`config.mk`:
```
export PLATFORM = sky130hd
export DESIGN_NAME = fp32_add_arb_flat
export DESIGN_NICKNAME = d
export VERILOG_FILES = /design/src/rtl/fp32_add_arb_if.sv /design/src/rtl/fp32_add_arb.sv /design/src/flat_wrapper.sv
export SDC_FILE = /design/constraint.sdc
export NUM_CORES = 1
export LEC_CHECK = 0
export ABC_AREA = 1
export BUFFER_PORTS_ARGS = -buffer_cell sky130_fd_sc_hd__clkbuf_2
export CAP_MARGIN = 5
export CORE_AREA = 3 3 156 158
export CTS_BUF_LIST = sky130_fd_sc_hd__clkbuf_2 sky130_fd_sc_hd__clkbuf_4 sky130_fd_sc_hd__clkbuf_8
export CTS_CLUSTER_DIAMETER = 100
export DETAILED_ROUTE_END_ITERATION = 6
export DIE_AREA = 0 0 159 161
export HOLD_SLACK_MARGIN = 0.15
export SKIP_LAST_GASP = 1
export SLEW_MARGIN = 20
export SYNTH_ARGS = -nofsm -noshare
export SYNTH_HDL_FRONTEND = slang
export SYNTH_SLANG_ARGS = --single-unit
```
`constraint.sdc`:
```
create_clock -name aclk -period 4.45 [get_ports aclk]
set_input_delay 0.445 -clock aclk [delete_from_list [all_inputs] [get_ports aclk]]
set_output_delay 0.445 -clock aclk [all_outputs]
set_load 0.05 [all_outputs]
```
`src/rtl/fp32_add_arb_if.sv`:
```
// fp32_add_arb_if: requester, response and adder-stream signals of fp32_add_arb
//   slave  : arbiter side (drives req_ready, rsp_*, add_a/b_*, busy, err)
//   master : requester/adder side (drives pause, req_*, add_result_*)
interface fp32_add_arb_if #(
  parameter int NUM_REQ = 4
);
  localparam int ID_W = $clog2(NUM_REQ);
  logic                 pause;
  logic [NUM_REQ-1:0]   req_valid;
  logic [NUM_REQ-1:0]   req_ready;
  logic [NUM_REQ*32-1:0] req_a;
  logic [NUM_REQ*32-1:0] req_b;
  logic [NUM_REQ-1:0]   rsp_valid;
  logic [31:0]          rsp_data;
  logic [ID_W-1:0]      rsp_id;
  logic                 add_a_tvalid;
  logic                 add_b_tvalid;
  logic [31:0]          add_a_tdata;
  logic [31:0]          add_b_tdata;
  logic                 add_result_tvalid;
  logic [31:0]          add_result_tdata;
  logic                 busy;
  logic                 err;
  modport slave (
    input  pause, req_valid, req_a, req_b, add_result_tvalid, add_result_tdata,
    output req_ready, rsp_valid, rsp_data, rsp_id, add_a_tvalid, add_b_tvalid,
           add_a_tdata, add_b_tdata, busy, err
  );
  modport master (
    output pause, req_valid, req_a, req_b, add_result_tvalid, add_result_tdata,
    input  req_ready, rsp_valid, rsp_data, rsp_id, add_a_tvalid, add_b_tvalid,
           add_a_tdata, add_b_tdata, busy, err
  );
endinterface

```
`src/rtl/fp32_add_arb.sv`:
```
// fp32_add_arb: round-robin share of one pipelined FP32 adder among NUM_REQ requesters
//   aclk, areset   : clock, asynchronous active-high reset
//   bus (slave)    : requester valid/ready/operands, one-hot response, adder streams, busy, err
//   stat_grant_cnt : per-requester 16-bit saturating grant counters (only with FP32_ADD_ARB_STATS_EN)
module fp32_add_arb #(
  parameter int NUM_REQ     = 4,
  parameter int ADD_LATENCY = 3
) (
  input  logic                  aclk,
  input  logic                  areset,
  fp32_add_arb_if.slave         bus
`ifdef FP32_ADD_ARB_STATS_EN
  ,
  output logic [NUM_REQ*16-1:0] stat_grant_cnt
`endif
);
  localparam int ID_W = $clog2(NUM_REQ);
  logic [ID_W-1:0]      last_q;
  logic [ID_W-1:0]      gnt_id;
  logic [ID_W-1:0]      idx;
  logic                 found;
  logic                 hs;
  logic [31:0]          a_q;
  logic [31:0]          b_q;
  // Stage 0 sits beside the adder input register; stage ADD_LATENCY lines up with the adder result.
  logic [ADD_LATENCY:0] tag_v_q;
  logic [ID_W-1:0]      tag_id_q [ADD_LATENCY+1];
  logic                 err_q;
  logic                 err_d;
  logic                 tail_v;
  logic [ID_W-1:0]      tail_id;
  always_comb begin
    found  = 1'b0;
    gnt_id = '0;
    idx    = '0;
    for (int k = 1; k <= NUM_REQ; k++) begin
      idx = ID_W'((int'(last_q) + k) % NUM_REQ);
      if (!found && bus.req_valid[idx]) begin
        found  = 1'b1;
        gnt_id = idx;
      end
    end
  end
  assign hs            = found & ~bus.pause;
  assign bus.req_ready = hs ? NUM_REQ'(1) << gnt_id : '0;
  assign tail_v        = tag_v_q[ADD_LATENCY];
  assign tail_id       = tag_id_q[ADD_LATENCY];
  // Any disagreement between the adder result strobe and the tag tail is a lost or phantom result.
  assign err_d         = err_q | (bus.add_result_tvalid != tail_v);
  always_ff @(posedge aclk or posedge areset) begin
    if (areset) begin
      tag_v_q <= '0;
      for (int k = 0; k <= ADD_LATENCY; k++) tag_id_q[k] <= '0;
      a_q     <= '0;
      b_q     <= '0;
      last_q  <= ID_W'(NUM_REQ - 1);
      err_q   <= 1'b0;
    end else begin
      tag_v_q     <= {tag_v_q[ADD_LATENCY-1:0], hs};
      tag_id_q[0] <= gnt_id;
      for (int k = 1; k <= ADD_LATENCY; k++) tag_id_q[k] <= tag_id_q[k-1];
      if (hs) begin
        a_q    <= bus.req_a[gnt_id*32 +: 32];
        b_q    <= bus.req_b[gnt_id*32 +: 32];
        last_q <= gnt_id;
      end
      err_q <= err_d;
    end
  end
  assign bus.add_a_tvalid = tag_v_q[0];
  assign bus.add_b_tvalid = tag_v_q[0];
  assign bus.add_a_tdata  = a_q;
  assign bus.add_b_tdata  = b_q;
  // Results without a live tag are dropped (flagged by err) rather than steered to a stale id.
  assign bus.rsp_valid    = (bus.add_result_tvalid && tail_v) ? NUM_REQ'(1) << tail_id : '0;
  assign bus.rsp_data     = bus.add_result_tdata;
  assign bus.rsp_id       = tail_id;
  // The tail stage is returning this cycle, so it no longer counts as outstanding.
  assign bus.busy         = |tag_v_q[ADD_LATENCY-1:0];
  assign bus.err          = err_q;
`ifdef FP32_ADD_ARB_STATS_EN
  logic [15:0] cnt_q [NUM_REQ];
  always_ff @(posedge aclk or posedge areset) begin
    if (areset) begin
      for (int k = 0; k < NUM_REQ; k++) cnt_q[k] <= '0;
    end else if (hs && cnt_q[gnt_id] != 16'hFFFF) begin
      cnt_q[gnt_id] <= cnt_q[gnt_id] + 16'd1;
    end
  end
  for (genvar j = 0; j < NUM_REQ; j++) begin : g_stat
    assign stat_grant_cnt[16*j +: 16] = cnt_q[j];
  end
`endif
endmodule

```
`src/flat_wrapper.sv`:
```
// flat-port wrapper written by rule: the top's interface ports become plain ports
module fp32_add_arb_flat 
#(
  parameter int NUM_REQ     = 4,
  parameter int ADD_LATENCY = 3
)
  (aclk, areset, bus_pause, bus_req_valid, bus_req_a, bus_req_b, bus_add_result_tvalid, bus_add_result_tdata, bus_req_ready, bus_rsp_valid, bus_rsp_data, bus_rsp_id, bus_add_a_tvalid, bus_add_b_tvalid, bus_add_a_tdata, bus_add_b_tdata, bus_busy, bus_err);
  fp32_add_arb_if #(.NUM_REQ(NUM_REQ)) bus_i ();
  input  logic aclk;
  input  logic areset;
  input wire logic [$bits(bus_i.pause)-1:0] bus_pause;
  input wire logic [$bits(bus_i.req_valid)-1:0] bus_req_valid;
  input wire logic [$bits(bus_i.req_a)-1:0] bus_req_a;
  input wire logic [$bits(bus_i.req_b)-1:0] bus_req_b;
  input wire logic [$bits(bus_i.add_result_tvalid)-1:0] bus_add_result_tvalid;
  input wire logic [$bits(bus_i.add_result_tdata)-1:0] bus_add_result_tdata;
  output wire logic [$bits(bus_i.req_ready)-1:0] bus_req_ready;
  output wire logic [$bits(bus_i.rsp_valid)-1:0] bus_rsp_valid;
  output wire logic [$bits(bus_i.rsp_data)-1:0] bus_rsp_data;
  output wire logic [$bits(bus_i.rsp_id)-1:0] bus_rsp_id;
  output wire logic [$bits(bus_i.add_a_tvalid)-1:0] bus_add_a_tvalid;
  output wire logic [$bits(bus_i.add_b_tvalid)-1:0] bus_add_b_tvalid;
  output wire logic [$bits(bus_i.add_a_tdata)-1:0] bus_add_a_tdata;
  output wire logic [$bits(bus_i.add_b_tdata)-1:0] bus_add_b_tdata;
  output wire logic [$bits(bus_i.busy)-1:0] bus_busy;
  output wire logic [$bits(bus_i.err)-1:0] bus_err;
  assign bus_i.pause = bus_pause;
  assign bus_i.req_valid = bus_req_valid;
  assign bus_i.req_a = bus_req_a;
  assign bus_i.req_b = bus_req_b;
  assign bus_i.add_result_tvalid = bus_add_result_tvalid;
  assign bus_i.add_result_tdata = bus_add_result_tdata;
  assign bus_req_ready = bus_i.req_ready;
  assign bus_rsp_valid = bus_i.rsp_valid;
  assign bus_rsp_data = bus_i.rsp_data;
  assign bus_rsp_id = bus_i.rsp_id;
  assign bus_add_a_tvalid = bus_i.add_a_tvalid;
  assign bus_add_b_tvalid = bus_i.add_b_tvalid;
  assign bus_add_a_tdata = bus_i.add_a_tdata;
  assign bus_add_b_tdata = bus_i.add_b_tdata;
  assign bus_busy = bus_i.busy;
  assign bus_err = bus_i.err;
  fp32_add_arb #(.NUM_REQ(NUM_REQ), .ADD_LATENCY(ADD_LATENCY)) u_core (.aclk(aclk), .areset(areset), .bus(bus_i));
endmodule
```
==> impl_metrics.ini <==
[run_status]
status = completed

[grt]
overflow = 0
grt_pass1_vias = 6684
antenna_found_initial = 0
grt_use_total = 0.169
grt_max_degree = 76
grt_pass1_wl_um = 35000

[routing]
first_iter_violations = 387
viasPerCell = 4.39
wl_per_cell_um = 13.9
routed_wl_um = 22400
first_pass_iters = 5
ant_nets = 0
via_count = 7088
drc_errors = 0

[clocking]
clkSlewWorstSetupHoldPaths_ps = 90
cts_buffers = 9
cts_tree = built
root_buffer = clkbuf_8
clk_latency_ps = 360
clock-sinks = 79
postCtsSetupRepairBufs = 0
htreeDepth = 3
clock_path_buffers = 2

[logic_synthesis]
yosysTopAreaCell = nand2_1
synth-seq-cells = 79
synthTopCellsByArea = nand2_1 42%, dfrtp_1 32%, nand3_1 11%
synth_nets = 1328
ys_warn_count = 0
synth_area_per_cell_um2 = 5.89
synth_cell_types = 23
yosysSeqAreaShare = 0.326
mappedNetlistArea_um2 = 6070
synth_top_area_share = 0.417
syn-instance-count = 1031

[cells_and_area]
drive_gt1_frac = 0.298
fin_area_um2 = 7820
diodes = 0
utilization = 0.336
nNetsFinal = 1586
stdcell_count = 1613
fillerInstances = 2670
syn_to_final_growth_pct = 28.8

[hold_path]
holdPathEnd = u_core.tag_id_q[5]$_DFF_PP0_
hold_path.class = flip-flop to flip-flop
min_from = u_core.tag_id_q[7]$_DFF_PP0_
min_delay_path_depth = 0

[sta]
rsz0062_at_grt = no
tightest_slew_ps = 851
skew_ps = 9.78
setup-tns-final_ps = 0
min_period_ps = 3620
max_freq_ghz = 0.277
finalSetupViolCount = 0
fin_ws_ps = 834
drv_slew = 0
post-route-period-util = 0.813
max-slew-margin-rel = 0.430
hold_viol = 0
whs_ps = 351

[floorplanning]
num_rows = 56
die_h_um = 161
die_w_um = 159
start_util = 0.261
ios = 406
die-area_um2 = 25600
core_um2 = 23300

[pwr]
p_leak_nw = 5.01
power_density_nw_per_um2 = 1050
finalPower_mw = 8.18
peakVddDrop_uv = 469

[place]
hpwl_um = 16400
dp_cells = 1596
post-place-ws_ps = 1120
place_area_um2 = 7580
io_buffers = 341
routabilityCongestion = 0.860

[critical_path]
path_common_cell = nand2_1
critical_path.max_stage_delay_ps = 600
cpMaxStageDelayCell = dfstp_2
r2r_slack_ps = 1120
cp.required_ps = 4010
cp_cell_sequence = inv_2, nand2_1, nand2_1, nand2_1, nand2_2, nor2_4, nand3_2, nand2_4, nand2_4, nor3_1, clkbuf_2
critPathArrivalTime_ps = 3170
r2r_end = u_core.bus.add_b_tdata[15]$_DFFE_PP0P_
cp-end-kind = output port
crit_fanout = 55
r2r_cells = 17
timing.rr.start = u_core.last_q[0]$_DFFE_PP1P_
path_class = flip-flop to output port
critPathLaunchType = flip-flop

[job]
cap_violations = 0
==> logic make-up after synthesis <==
family                     Yosys count  synth area share
and+or+nand+nor                    827             0.546
buffers and inverters              121             0.123
DFF                                 79             0.326
AOI/OAI and AO/OA                    3           0.00247
adders and majority gates            1           0.00206
==> critical path: cells and delay by family, from the launching register on <==
kind,cells,cell delay (ps)
buf+inv,2,460
flops,1,600
simple gates,9,1740
==> per-layer routing <==
| metal | up-vias | wire length [um] | global-route usage |
|---|---|---|---|
| met5 | - | 0 | 0 |
| met4 | 0 | 356 | 0.0454 |
| met3 | 29 | 1360 | 0.0387 |
| met2 | 238 | 11000 | 0.289 |
| met1 | 3177 | 9740 | 0.215 |
| li1 | 3644 | - | - |
==> synthesized netlist by cell type (all sizes together) <==
cell type,n
or3,1
nor2,4
clkbuf,15
ha,1
buf,91
inv,15
o21ai,3
nor3,7
dfstp,2
or2,1
nand3,134
nand2,680
dfrtp,77
==> placed cells by master, fill, tap and decap left out, types with 2 or more instances in the layout <==
| master | netlist | final |
|---|---|---|
| dfrtp_1 | 77 | 77 |
| bufinv_16 | 0 | 2 |
| buf_4 | 50 | 11 |
| nor2_1 | 3 | 3 |
| clkbuf_2 | 1 | 341 |
| nand3_1 | 133 | 133 |
| clkinv_2 | 0 | 2 |
| dfstp_2 | 2 | 2 |
| nor3_1 | 7 | 7 |
| clkinv_4 | 0 | 2 |
| nand2_1 | 674 | 673 |
| nand2_4 | 1 | 3 |
| nand2_2 | 5 | 4 |
| inv_1 | 10 | 9 |
| inv_2 | 5 | 5 |
| clkbuf_8 | 0 | 10 |
| o21ai_0 | 2 | 2 |
==> flip-flops by register name, summed over array words and instances, names as in the netlist <==
name and flops:
u_core.bus.add_b_tdata 32, u_core.bus.err 1, u_core.bus.rsp_id 2, u_core.bus.add_a_tdata 32
u_core.tag_id_q 6, u_core.last_q 2, u_core.tag_v_q 4
==> how the worst max path moves through the flow <==
| stage | from | to | slack [ps] |
|---|---|---|---|
| floorplan | u_core.last_q[1]$_DFFE_PP1P_ | bus_req_ready[2] | 1230 |
| global placement | u_core.last_q[0]$_DFFE_PP1P_ | u_core.bus.add_b_tdata[15]$_DFFE_PP0P_ | 1220 |
| detailed placement | u_core.last_q[0]$_DFFE_PP1P_ | u_core.bus.add_b_tdata[15]$_DFFE_PP0P_ | 1120 |
| CTS | u_core.last_q[0]$_DFFE_PP1P_ | bus_req_ready[2] | 750 |
| global route | u_core.last_q[0]$_DFFE_PP1P_ | bus_req_ready[1] | 530 |
| finish | u_core.last_q[0]$_DFFE_PP1P_ | bus_req_ready[2] | 830 |
==> where the power goes <==
group	leakage, nW	internal, mW	total (mW)	switching (mW)
sequential	0.979	1.08	1.27	0.190
combinational	3.91	1.68	6.29	4.61
clock	0.117	0.335	0.628	0.293
total	5.01	3.09	8.18	5.09
==> cell type report <==
type | instances | area, um^2 | area share
sequential | 79 | 1980 | 0.253
multi-input combinational | 831 | 3360 | 0.429
clock inverter | 6 | 91.3 | 0.0117
timing repair buffer | 353 | 1800 | 0.230
clock buffer | 10 | 138 | 0.0176
tap | 319 | 399 | 0.0510
inverter | 15 | 57.6 | 0.00736
==> what timing repair did <==
action,4_1_cts,5_1_grt
endpoints found under the hold margin,6,0
gates resized for setup,0,0
hold buffers,1,0
Note: power is estimated with default switching activity, not from simulation.
